### src/rtl/uart_rx_if.sv
// Serial line and received-word signals of the UART receiver.
// The master modport is the receiver side; the slave modport is its consumer.
interface uart_rx_if #(
  parameter int WIDTH = 8
);
  logic             rx_in;
  logic [WIDTH-1:0] uart_rx_out;
  logic             uart_rx_ready;
  logic             rx_busy;
  logic             frame_err;
  logic             parity_err;

  modport master (
    input  rx_in,
    output uart_rx_out,
    output uart_rx_ready,
    output rx_busy,
    output frame_err,
    output parity_err
  );

  modport slave (
    output rx_in,
    input  uart_rx_out,
    input  uart_rx_ready,
    input  rx_busy,
    input  frame_err,
    input  parity_err
  );
endinterface

### src/rtl/uart_rx.sv
// UART receiver: 2-flop synchronizer, mid-bit sampling FSM, LSB-first data.
// Define UART_RX_PARITY_EN to add one even-parity bit after the data bits.
module uart_rx #(
  parameter int WIDTH        = 8,
  parameter int CLKS_PER_BIT = 16
) (
  input logic       clk,
  input logic       rst,
  uart_rx_if.master bus
);

  localparam int CNT_W = $clog2(CLKS_PER_BIT);
  localparam int IDX_W = $clog2(WIDTH + 1);

  localparam logic [CNT_W-1:0] HALF_LAST = CNT_W'(CLKS_PER_BIT / 2 - 1);
  localparam logic [CNT_W-1:0] FULL_LAST = CNT_W'(CLKS_PER_BIT - 1);
  localparam logic [IDX_W-1:0] LAST_IDX  = IDX_W'(WIDTH - 1);

  localparam logic [2:0] IDLE   = 3'd0;
  localparam logic [2:0] START  = 3'd1;
  localparam logic [2:0] DATA   = 3'd2;
`ifdef UART_RX_PARITY_EN
  localparam logic [2:0] PARITY = 3'd3;
`endif
  localparam logic [2:0] STOP   = 3'd4;

  logic             rx_meta_p0;
  logic             rx_s;
  logic [2:0]       state;
  logic [2:0]       state_nxt;
  logic [CNT_W-1:0] cnt;
  logic [IDX_W-1:0] bit_idx;
  logic [WIDTH-1:0] shreg;
  logic [WIDTH-1:0] data_out;
  logic             ready;
  logic             ferr;
  logic             wait_high;
  logic             tick_half;
  logic             tick_full;
  logic             last_bit;
  logic             stop_done;
  logic             par_ok;

  // Synchronizer stage: rx_in is asynchronous, only rx_s is used downstream
  always_ff @(posedge clk or negedge rst) begin
    if (!rst) begin
      rx_meta_p0 <= 1'b1;
      rx_s       <= 1'b1;
    end else begin
      rx_meta_p0 <= bus.rx_in;
      rx_s       <= rx_meta_p0;
    end
  end

  assign tick_half = (cnt == HALF_LAST);
  assign tick_full = (cnt == FULL_LAST);
  assign last_bit  = (bit_idx == LAST_IDX);
  assign stop_done = (state == STOP) && tick_full;

`ifdef UART_RX_PARITY_EN
  logic par_bit;
  logic perr;

  // Data bits plus parity bit must hold an even number of ones
  assign par_ok         = ~^{shreg, par_bit};
  assign bus.parity_err = perr;
`else
  assign par_ok         = 1'b1;
  assign bus.parity_err = 1'b0;
`endif

  always_comb begin
    state_nxt = state;
    case (state)
      IDLE: begin
        // After a low stop bit the line must go high before a new start counts
        if (!wait_high && !rx_s) state_nxt = START;
      end
      START: begin
        if (tick_half) state_nxt = rx_s ? IDLE : DATA;
      end
      DATA: begin
        if (tick_full && last_bit) begin
`ifdef UART_RX_PARITY_EN
          state_nxt = PARITY;
`else
          state_nxt = STOP;
`endif
        end
      end
`ifdef UART_RX_PARITY_EN
      PARITY: begin
        if (tick_full) state_nxt = STOP;
      end
`endif
      STOP: begin
        if (tick_full) state_nxt = IDLE;
      end
      default: state_nxt = IDLE;
    endcase
  end

  // Frame stage: bit timing, shifting and end-of-frame result registers
  always_ff @(posedge clk or negedge rst) begin
    if (!rst) begin
      state     <= IDLE;
      cnt       <= '0;
      bit_idx   <= '0;
      shreg     <= '0;
      data_out  <= '0;
      ready     <= 1'b0;
      ferr      <= 1'b0;
      wait_high <= 1'b0;
    end else begin
      state <= state_nxt;
      ready <= 1'b0;
      ferr  <= 1'b0;

      if ((state_nxt != state) || (state == IDLE) || tick_full)
        cnt <= '0;
      else
        cnt <= cnt + CNT_W'(1);

      if ((state == IDLE) && rx_s)
        wait_high <= 1'b0;

      if ((state == DATA) && tick_full) begin
        shreg   <= {rx_s, shreg[WIDTH-1:1]};
        bit_idx <= last_bit ? '0 : bit_idx + IDX_W'(1);
      end

      if (stop_done) begin
        if (rx_s && par_ok) begin
          data_out <= shreg;
          ready    <= 1'b1;
        end
        ferr      <= ~rx_s;
        wait_high <= ~rx_s;
      end
    end
  end

`ifdef UART_RX_PARITY_EN
  always_ff @(posedge clk or negedge rst) begin
    if (!rst) begin
      par_bit <= 1'b0;
      perr    <= 1'b0;
    end else begin
      perr <= 1'b0;
      if ((state == PARITY) && tick_full)
        par_bit <= rx_s;
      if (stop_done)
        perr <= ~par_ok;
    end
  end
`endif

  assign bus.uart_rx_out   = data_out;
  assign bus.uart_rx_ready = ready;
  assign bus.frame_err     = ferr;
  assign bus.rx_busy       = (state != IDLE);

endmodule

### src/flat_wrapper.sv
// flat-port wrapper written by rule: the top's interface ports become plain ports
module uart_rx_flat 
#(
  parameter int WIDTH        = 8,
  parameter int CLKS_PER_BIT = 16
)
  (clk, rst, bus_rx_in, bus_uart_rx_out, bus_uart_rx_ready, bus_rx_busy, bus_frame_err, bus_parity_err);
  uart_rx_if #(.WIDTH(WIDTH)) bus_i ();
  input logic clk;
  input logic rst;
  input wire logic [$bits(bus_i.rx_in)-1:0] bus_rx_in;
  output wire logic [$bits(bus_i.uart_rx_out)-1:0] bus_uart_rx_out;
  output wire logic [$bits(bus_i.uart_rx_ready)-1:0] bus_uart_rx_ready;
  output wire logic [$bits(bus_i.rx_busy)-1:0] bus_rx_busy;
  output wire logic [$bits(bus_i.frame_err)-1:0] bus_frame_err;
  output wire logic [$bits(bus_i.parity_err)-1:0] bus_parity_err;
  assign bus_i.rx_in = bus_rx_in;
  assign bus_uart_rx_out = bus_i.uart_rx_out;
  assign bus_uart_rx_ready = bus_i.uart_rx_ready;
  assign bus_rx_busy = bus_i.rx_busy;
  assign bus_frame_err = bus_i.frame_err;
  assign bus_parity_err = bus_i.parity_err;
  uart_rx #(.WIDTH(WIDTH), .CLKS_PER_BIT(CLKS_PER_BIT)) u_core (.clk(clk), .rst(rst), .bus(bus_i));
endmodule
### config.mk
export PLATFORM = sky130hd
export DESIGN_NAME = uart_rx_flat
export DESIGN_NICKNAME = d
export VERILOG_FILES = /design/src/rtl/uart_rx_if.sv /design/src/rtl/uart_rx.sv /design/src/flat_wrapper.sv
export SDC_FILE = /design/constraint.sdc
export NUM_CORES = 1
export LEC_CHECK = 0
export ABC_AREA = 0
export CORE_ASPECT_RATIO = 1.2
export CORE_MARGIN = 2
export CORE_UTILIZATION = 60
export DETAILED_ROUTE_END_ITERATION = 10
export DONT_BUFFER_PORTS = 1
export GPL_ROUTABILITY_DRIVEN = 0
export PLACE_DENSITY = 0.76
export RECOVER_POWER = 50
export SLEW_MARGIN = 20
export SYNTH_ARGS = -nofsm -noshare
export SYNTH_HDL_FRONTEND = slang
export SYNTH_SLANG_ARGS = --single-unit
export TNS_END_PERCENT = 10
### constraint.sdc
create_clock -name clk -period 4.7 [get_ports clk]
set_input_delay 0.705 -clock clk [delete_from_list [all_inputs] [get_ports clk]]
set_output_delay 0.705 -clock clk [all_outputs]
set_load 0.005 [all_outputs]
== Yosys cells after proc, flatten, opt, wreduce, memory -nomap -nowiden ==
Index checks and enable logic that the tools add are counted.
Storage, ports and cells
  ROM bits: 0
  bits in latches: 0
  RAM bits: 0
  bits of input ports: 3
  register bits after elaboration: 32
  memories: 0
Operators by class
  reduce and logical (&&, ||, !) cells: 13
  $add $sub $neg: 2
  shift-type cells: 0
  bitwise gates (word level): 1
  $lt $le $gt $ge: 0
  equal/unequal tests: 7
  multiply operators: 0
  divide/modulo/power cells: 0
  muxes and demuxes: 13
Operator list (number)
  2-to-1 mux 3 bit: 4
  one-hot mux 3 bit (4 select lines): 1
  adder 4 x 1 -> 4 bit (second input constant): 2
  == test 4 x 3 -> 1 bit (second input constant): 2
  2-to-1 mux 4 bit: 2
  logical AND 1 bit: 5
  2-to-1 mux 1 bit: 5
  == test 4 bit (second input constant): 1
  == test 3 x 1 -> 1 bit (second input constant): 1
  == test 3 x 2 -> 1 bit (second input constant): 1
  == test 3 bit (second input constant): 1
  zero test 3 bit: 1
  inequality test 3 bit: 1
  nonzero test 3 bit: 1
  zero test 1 bit: 2
  logical OR 1 bit: 2
  2-to-1 mux 2 bit: 1
  AND reduction 2 bit: 1
  nonzero test 2 bit: 1
  NOT 1 bit: 1

== Depth between registers and ports, before layout ==
Gate-level depths: netlist (run 1).
  word-level depth: 8
  depth in mapped cells: 4

== Worst setup path before layout (run 1) ==
No wires, ideal clock.
  kind: flip-flop to flip-flop
  start point: reg u_core.cnt[0]
  end point: reg u_core.bit_idx[1]
  period minus slack after synthesis: 1.611 ns
  library setup time: 0.125 ns
  path buffers: 0
  data arrival time: 1.486 ns
  path slack: 3.089 ns
  cell stages (with the launch flop): 5
  path through: dfrtp_1 > ha_1 > nand3_4 > nor3_4 > mux2_2
Between the ends
  word-level cells in the longest chain between the ends: 2
RTL lines
  start: declaration: line uart_rx.sv:31  | logic [CNT_W-1:0] cnt;
  start signal: assignment: line uart_rx.sv:122  | cnt <= cnt + CNT_W'(1);
  == test 4 bit: line uart_rx.sv:56  | assign tick_full = (cnt == FULL_LAST);
  logical AND 1 bit: line uart_rx.sv:127  | if ((state == DATA) && tick_full) begin
  end signal: assignment: line uart_rx.sv:129  | bit_idx <= last_bit ? '0 : bit_idx + IDX_W'(1);
  end: declaration: line uart_rx.sv:32  | logic [IDX_W-1:0] bit_idx;
Every way passes these cells.
A chain may end at the register's enable or synchronous reset.

== Final worst setup path (run 1) ==
  start point: reg u_core.state[0]
  end point: out bus_rx_busy
Between the ends
  word-level cells in the longest chain between the ends: 1
RTL lines
  start: declaration: line uart_rx.sv:29  | logic [2:0] state;
  start signal: assignment: line uart_rx.sv:115  | state <= state_nxt;
  nonzero test 3 bit: line uart_rx.sv:161  | assign bus.rx_busy = (state != IDLE);
  end: declaration: line flat_wrapper.sv:14  | output wire logic [$bits(bus_i.rx_busy)-1:0] bus_rx_busy;
Every way passes these cells.

==> summary.md, run 1 <==
| Metric | Value |
|---|---|
| Status | complete, no violations |
| Buffer and inverter count on the worst path | 1 |
| Num CTS Buffers | 5 |
| First-pass GRT wire length | ~3500 µm |
| Leakage | 0.703 nW |
| Largest net degree at the start of global routing | 33 |
| Top-area cell type share of the netlist area | 0.549 |
| CP Capture Type | primary output |
| Reg clk slew, reported paths | 0.09 ns |
| DR vias | a little under 800 |
| Vias in the first global route | around 790 |
| Sequential power share | 0.597 |
| Worst R2R Start | u_core.cnt[0] |
| CP max FO | 10 |
| Post-synthesis cell area | about 1400 µm² |
| Antenna cells | 0 |
| Syn Inst Count | just over 100 |
| Min cycle time layout | 1.84 ns |
| Critical path origin | u_core.state[0] |
| Max-slew violation count | 0 |
| Post_cts resized | 0 |
| Sw frac | 0.276 |
| Reg2reg setup slack | 2.92 ns |
| # rows | 18 |
| Clk root buf | clkbuf_4 |
| Synth-to-layout area growth | 5.31% |
| CTS sink cnt | 32 |
| Setup tns final | 0 ns |
| RSZ-0062 raised after global routing | no |
| NetSw | about 150 µW |
| Core footprint | about 2100 µm² |
| Die Y | 56.3 µm |
| Drt drc | 0 |
| VDD IR max | around 290 µV |
| Critical Path Start Type | register |
| WL/cell | roughly 15 µm |
| Period utilization | 0.392 |
| Via-to-Cell Ratio | around 5.6 |
| Share of layout cells above drive strength 1 | 0.287 |
| Critical-path cell list | inv_1 > nand2_1 |
| Post-synth EDFFs | 0 |
| # nets final | ~110 |
| Syn avg cell area | roughly 13 µm² |
| Max stage delay on crit path | 0.56 ns |
| Synth top cells by count | dfrtp_1, mux2_2, nor2_1, nand2_1, inv_1 |
| IO buf count | 0 |
| Count of cell types in the netlist | 33 |
| Worst Path Arrival | approximately 1.1 ns |
| Gate power share | 0.114 |
| Starting Density | 0.645 |
| Setup violators final | 0 |
| Fmax | between 500 and 600 MHz |
| Worst Reg-to-Reg Cells | 4 |
| Pre-antenna DRT Iters | 4 |
| Largest cells by area after synthesis | dfrtp_1, mux2_2, dfstp_2 |
| Remaining Overflow, GRT | 0 |
| Final hold violations | 0 |
| CP required | 3.99 ns |
| IO Count | 15 |
| Int Power | 400 µW |
| Hold buffer count at CTS | 0 |
| Reg-to-reg endpoint | u_core.shreg[4] |
| CP Class | register to primary output |
| DPL Wire Length | around 1400 µm |
| Async SR Flop Fraction | 1.00 |
| Antenna violations before repair | 0 |
| HP Class | input pin to asynchronous set/reset pin |
| Worst-Skew Late Latency | 0.33 ns |
| Tot GR Track Use | 0.192 |
| Most common cell in the netlist | dfrtp_1 |
| CTS tree | yes |
| Seq cells post-synth | 32 |
| Max_cap viols | 0 |
| Primary FF master, synth | dfrtp_1 |
| Synth area leader | dfrtp_1 |
| Min Hold Slack | about 0.057 ns |
| Die Wd | 47.6 µm |
| Worst-case clock buffer depth | 2 |
| Top delay family on crit path | flip-flops |
| Clk pwr share | 0.289 |
| Yosys Warn Count | 0 |
| Post-CTS Setup Repair Bufs | 0 |
| Pwr per Cell Area | 384 nW/µm² |
| Crit path depth | 2 |
| Slowest cell on the critical path | dfrtp_1 |
| Skew final | a little under 0.008 ns |
| H-tree levels | 2 |
| Crit path to | bus_rx_busy |
| DRT iter0 DRCs | 12 |
| Die area | between 2000 and 3000 µm² |
| Seq/Total Area, Yosys | 0.588 |
| Post-synthesis net count | between 100 and 150 |
| Routed Antenna Nets | 0 |
| Total routed wirelength | 2030 µm |
[power groups by stage]
stage	clock (mW)	sequential, mW	combinational (mW)
floorplan	0	0.321	0.0695
global placement	0	0.335	0.0616
detailed placement	0	0.336	0.0641
CTS	0.167	0.331	0.0643
global route	0.180	0.335	0.0740
finish	0.160	0.330	0.0628
[layout by cell type, fill, tap and decap left out, drive strengths merged, types with 3 or more instances in the layout]
master	count
nand3	4
clkbuf	8
mux2	19
dfrtp	30
nand2	6
nor2	8
inv	3
[worst min-delay path by stage]
stage / endpoint / cells after the start / slack [ns] / startpoint
2_1_floorplan: u_core.rx_s / 0 / 0.35 / u_core.rx_meta_p0
3_3_place_gp: u_core.rx_s / 0 / 0.35 / u_core.rx_meta_p0
3_5_place_dp: u_core.rx_s / 0 / 0.35 / u_core.rx_meta_p0
4_1_cts: u_core.bus.frame_err / 0 / 0.04 / rst
5_1_grt: u_core.state[0] / 0 / 0.02 / rst
6_report: u_core.bus.frame_err / 0 / 0.06 / rst
[through the flow]
step	utilization	std cells	worst slack [ns]	power [mW]	cell area, µm²
detailed placement	0.652	130	2.91	0.400	1380
CTS	0.680	138	2.84	0.562	1440
global placement	0.652	130	2.99	0.396	1380
global route	0.680	138	2.74	0.589	1440
floorplan	-	103	3.09	0.390	1370
finish	0.680	138	2.86	0.553	1440
[cell type report]
type                    count  area (µm²)
clock buffers               8        58.8
fillers                   163         678
inverters                   3        11.3
multi-input cells          65         528
flip-flops and latches     32         803
well taps                  30        37.5
[registers in the layout, indices dropped and copies added, names as in the netlist]
register,count
u_core.bit_idx,4
u_core.bus.frame_err,1
u_core.bus.uart_rx_out,8
u_core.bus.uart_rx_ready,1
u_core.cnt,4
u_core.rx_meta_p0,1
u_core.rx_s,1
u_core.shreg,8
u_core.state,3
u_core.wait_high,1
[routing by layer]
metal  global-route usage  wire length, µm  vias to the layer above
li1                     -                -                      367
met1                0.239              865                      380
met2                0.274             1010                       15
met3               0.0932              103                        7
met4               0.0927               51                        0
met5                    0                0                        -
[cells by family after synthesis]
| group | share of synthesized area |
|---|---|
| buffers and inverters | 0.0256 |
| AND/OR/NAND/NOR | 0.131 |
| flip-flops | 0.588 |
| multiplexers | 0.164 |
| XOR/XNOR | 0.0256 |
| adder cells (fa/ha/maj) | 0.0183 |
| other | 0.00274 |
| AO/OA/AOI/OAI | 0.0449 |
Note: power is estimated with default switching activity, not from simulation.
==> inputs of run 2 (changes only) <==
- CORE_UTILIZATION: 60 -> 54
- PLACE_DENSITY: 0.76 -> 0.72
- clock period: 4.7 -> 1.63 ns (I/O delays scaled with it)
==> run 2 against run 1 <==
  * Clock power increased to 2.5 times the previous value
  * Largest power group unchanged
  * Largest cell class unchanged
  * Final cell count increased by 5.8%
  * Critical path depth increased by 3
  * Sequential power increased to 2.9 times the previous value
  * Sequential share of layout area decreased by 3.7 points
  * Power increased to 3.0 times the previous value
==> summary.md, run 2 (synthesized netlist as in run 1, its figures left out) <==
| Metric | Value |
|---|---|
| DRT iter0 DRCs | 12 |
| Die area | 2950 µm² |
| Max-slew violation count | 0 |
| Core footprint | ~2400 µm² |
| Worst Path Arrival | approximately 1.8 ns |
| CP required | 1.84 ns |
| Post-placement setup slack | -0.0515 ns |
| Critical Path Start Type | register |
| Worst-Skew Late Latency | 0.32 ns |
| DR vias | ~850 |
| Final setup margin | just under 0.06 ns |
| IO Count | 15 |
| Skew final | 0.00846 ns |
| Period utilization | 0.964 |
| H-tree levels | 2 |
| Vias in the first global route | slightly above 900 |
| # nets final | 120 |
| Max_cap viols | 0 |
| Routed Antenna Nets | 0 |
| Largest net degree at the start of global routing | 33 |
| RSZ-0062 raised after global routing | yes |
| Remaining Overflow, GRT | 0 |
| # rows | 19 |
| Starting Density | 0.581 |
| Critical-path cell list | ha_4 > nand3_4 > nor3_4 > buf_12 > mux2_2 |
| HP Class | register to register |
| Relative slew slack | 0.507 |
| Antenna cells | 0 |
| Final hold violations | 0 |
| Drt drc | 0 |
| Fmax | approximately 640 MHz |
| Setup violators final | 0 |
| CTS sink cnt | 32 |
| Pwr per Cell Area | roughly 1100 nW/µm² |
| Die Wd | roughly 50 µm |
| Min Hold Slack | ~0.36 ns |
| Die Y | 59.1 µm |
| Reg clk slew, reported paths | 0.09 ns |
| Max stage delay on crit path | just over 0.4 ns |
| Slowest cell on the critical path | dfrtp_1 |
| Status | complete, no violations |
| Num CTS Buffers | 5 |
| Antenna violations before repair | 0 |
| Setup tns final | 0 ns |
| DPL Wire Length | about 1500 µm |
| Min cycle time layout | ~1.6 ns |
| VDD IR max | a little over 800 µV |
| Pre-antenna DRT Iters | 4 |
| Leakage | 0.742 nW |
| Via-to-Cell Ratio | 5.79 |
| CP max FO | 10 |
| Clk root buf | clkbuf_4 |
| Worst-case clock buffer depth | 2 |
| Final instance area | 1540 µm² |
| Synth-to-layout area growth | 12.7% |
| WL/cell | 15.4 µm |
| CP Class | register to register |
| Tot GR Track Use | 0.189 |
| CTS tree | yes |
| Total power | around 1.6 mW |
| Most frequent cells in the layout | dfrtp_1, mux2_2, nor2_1 |
| Share of layout cells above drive strength 1 | 0.339 |
| First-pass GRT wire length | between 3000 and 4000 µm |
| Total routed wirelength | around 2200 µm |
| Slew of the pin with the lowest slew margin | approximately 0.74 ns |
| Placed inst area | approximately 1400 µm² |
| Most common cell after layout, fill and taps aside | dfrtp_1 |
| CP Capture Type | register |
| IO buf count | 0 |
## run 2: worst paths after layout
kind / startpoint / endpoint / slack [ns] / cells past startpoint
max: u_core.cnt[0] / u_core.shreg[5] / 0.06 / 5
min: u_core.rx_meta_p0 / u_core.rx_s / 0.36 / 0
max reg2reg: u_core.cnt[0] / u_core.shreg[5] / 0.06 / 5
min reg2reg: u_core.rx_meta_p0 / u_core.rx_s / 0.36 / 0
max in group asynchronous: rst / u_core.shreg[6] / 0.64 / 2
min in group asynchronous: rst / u_core.state[2] / 0.51 / 2
## run 2: metal layers
| layer | track usage | vias to the layer above | routed length (µm) |
|---|---|---|---|
| li1 | - | 386 | - |
| met1 | 0.193 | 429 | 913 |
| met2 | 0.314 | 22 | 1140 |
| met3 | 0.0808 | 9 | 125 |
| met4 | 0.127 | 0 | 69 |
| met5 | 0 | - | 0 |
## run 2: what timing repair did
item / 4_1_cts / 5_1_grt
pin swaps: 0 / 2
cloned: 0 / 0
resized for setup: 3 / 4
buffers inserted: 0 / 1
setup endpoints to repair: 19 / 11
hold buffers: 3 / 0
hold endpoints to repair: 33 / 0
## run 2: through the flow
stage | util | std cells
finish | 0.654 | 146
global route | 0.654 | 146
CTS | 0.649 | 145
detailed placement | 0.605 | 135
global placement | 0.605 | 135
floorplan | - | 103
## run 2: cell type report
type                       instances  area, µm²
fill                             186        813
inverter                           3       11.3
sequential                        32        803
multi-input combinational         65        566
timing repair buffer               8       75.1
clock buffer                       6       41.3
clock inverter                     1       5.00
tap                               31       38.8
## run 2: power breakdown
part / leakage, nW / switching, mW / internal, mW
Sequential: 0.432 / 0.0949 / 0.857
Clock: 0.0281 / 0.243 / 0.159
Combinational: 0.282 / 0.143 / 0.137
Total: 0.742 / 0.481 / 1.15
## run 2: critical path, delay by kind of cell (launching register included)
family / cells / cell delay [ns]
buf+inv: 1 / 0.16
mux: 1 / 0.33
simple gates: 2 / 0.38
flops: 1 / 0.41
fa+ha+maj: 1 / 0.19
==> inputs of run 3 (changes only) <==
- CORE_ASPECT_RATIO: 1.2 -> 0.7
==> run 3 against run 2 <==
  * Sequential power down 1%
  * Power up 3.4%
  * Fmax up 1.9%
  * Final cell count up 2.1%
  * Setup slack better by 0.029 ns
  * Critical path type unchanged
==> summary.md, run 3 (synthesized netlist as in run 1, its figures left out) <==
| Metric | Value |
|---|---|
| Worst-case clock buffer depth | 2 |
| Non-filler cells, final | ~150 |
| Share of layout cells above drive strength 1 | 0.348 |
| Die area | 2950 µm² |
| Final setup margin | between 0.08 and 0.09 ns |
| Pre-antenna DRT Iters | 4 |
| Tot GR Track Use | 0.174 |
| Cell count after placement | around 140 |
| CP required | ~1.9 ns |
| VDD IR max | 643 µV |
| Antenna violations before repair | 0 |
| Vias in the first global route | just over 800 |
| Total routed wirelength | 2090 µm |
| Clk root buf | clkbuf_4 |
| Skew final | between 0.009 and 0.01 ns |
| Max_cap viols | 0 |
| Reg2reg setup slack | roughly 0.09 ns |
| Period utilization | 0.946 |
| IO Count | 15 |
| Fillers | between 150 and 200 |
| CP Capture Type | register |
| Worst-Skew Late Latency | approximately 0.33 ns |
| Die Wd | around 64 µm |
| Num CTS Buffers | 5 |
| Min Hold Slack | 0.361 ns |
| Leakage | 0.743 nW |
| Setup violators final | 0 |
| Buffer and inverter count on the worst path | 1 |
| NetSw | 485 µW |
| Relative slew slack | 0.494 |
| Most frequent cells in the layout | dfrtp_1, mux2_2, nor2_1 |
| Max-slew violation count | 0 |
| Antenna cells | 0 |
| Max stage delay on crit path | 0.41 ns |
| Pwr per Cell Area | ~1100 nW/µm² |
| CTS sink cnt | 32 |
| Setup tns final | 0 ns |
| Min cycle time layout | about 1.5 ns |
| Starting Density | 0.560 |
| IO buf count | 0 |
| Die Y | about 46 µm |
| Clk pwr share | 0.274 |
| Remaining Overflow, GRT | 0 |
| Critical Path Start Type | register |
| Core footprint | 2440 µm² |
| CP max FO | 10 |
| DPL Wire Length | approximately 1500 µm |
| Status | complete, no violations |
| Largest net degree at the start of global routing | 33 |
| Worst Path Arrival | roughly 1.8 ns |
| DRT iter0 DRCs | 15 |
| Slowest cell on the critical path | dfrtp_1 |
| Fmax | 648 MHz |
| Synth-to-layout area growth | 12.7% |
| Drt drc | 0 |
| CTS tree | yes |
| RSZ-0062 raised after global routing | no |
| WL/cell | 14.0 µm |
| Reg clk slew, reported paths | around 0.1 ns |
| Int Power | 1.20 mW |
| # nets final | approximately 120 |
| Final hold violations | 0 |
| H-tree levels | 2 |
| Critical-path cell list | ha_4 > nand3_4 > nor3_4 > buf_12 > mux2_2 |
| CP Class | register to register |
| Slew of the pin with the lowest slew margin | approximately 0.76 ns |
| Post-placement setup slack | -0.0366 ns |
| HP Class | register to register |
| First-pass GRT wire length | between 3000 and 4000 µm |
| Sw frac | 0.287 |
| Via-to-Cell Ratio | around 5.3 |
| Top delay family on crit path | flip-flops |
| Routed Antenna Nets | 0 |
| # rows | 15 |
| Sequential power share | 0.557 |
| Gate power share | 0.169 |
| Most common cell after layout, fill and taps aside | dfrtp_1 |
| DR vias | 796 |
run 3: cell count changes in the layout (fill, tap and decap cells not counted), sizes merged:
cell,delta
clkinv,+1
buf,-1
run 3: path summary, 6_finish.rpt:
kind	from	to	depth (start not counted)
setup / recovery	u_core.cnt[0]	u_core.bit_idx[1]	5
hold / removal	u_core.rx_meta_p0	u_core.rx_s	0
setup reg to reg	u_core.cnt[0]	u_core.bit_idx[1]	5
hold reg to reg	u_core.rx_meta_p0	u_core.rx_s	0
max in group asynchronous	rst	u_core.bit_idx[3]	2
min in group asynchronous	rst	u_core.state[0]	2
run 3: what timing repair did:
| action | in CTS | in global routing |
|---|---|---|
| resized for setup | 3 | 1 |
| hold endpoints to repair | 33 | 0 |
| buffers inserted | 0 | 1 |
| endpoints found under the setup margin | 18 | 20 |
| hold buffers | 3 | 0 |
| pin swaps | 0 | 0 |
run 3: area by class of cell:
class / instances / area [µm²] / area share
flip-flops and latches: 32 / 803 / 0.522
multi-input cells: 65 / 554 / 0.360
repair buffers: 7 / 67.6 / 0.0439
clock buffers: 6 / 51.3 / 0.0333
well taps: 34 / 42.5 / 0.0276
inverters: 3 / 11.3 / 0.00731
clock inverters: 2 / 10.0 / 0.00650
run 3: power by group through the flow:
stage | sequential, mW | combinational [mW] | clock (mW)
2_1_floorplan | 0.924 | 0.200 | 0
3_3_place_gp | 0.945 | 0.223 | 0
3_5_place_dp | 0.948 | 0.226 | 0
4_1_cts | 0.933 | 0.259 | 0.481
5_1_grt | 0.952 | 0.326 | 0.515
6_report | 0.942 | 0.286 | 0.462
run 3: layer usage:
| layer | vias up | track usage | wire, µm |
|---|---|---|---|
| li1 | 381 | - | - |
| met4 | 0 | 0.0936 | 27 |
| met2 | 14 | 0.260 | 927 |
| met1 | 396 | 0.220 | 1030 |
| met5 | - | 0 | 0 |
| met3 | 5 | 0.0709 | 103 |
run 3: through the flow:
step | total power [mW] | util | area [µm²]
floorplan | 1.12 | - | 1370
global placement | 1.17 | 0.582 | 1420
detailed placement | 1.17 | 0.582 | 1420
CTS | 1.67 | 0.630 | 1540
global route | 1.79 | 0.631 | 1540
finish | 1.69 | 0.631 | 1540
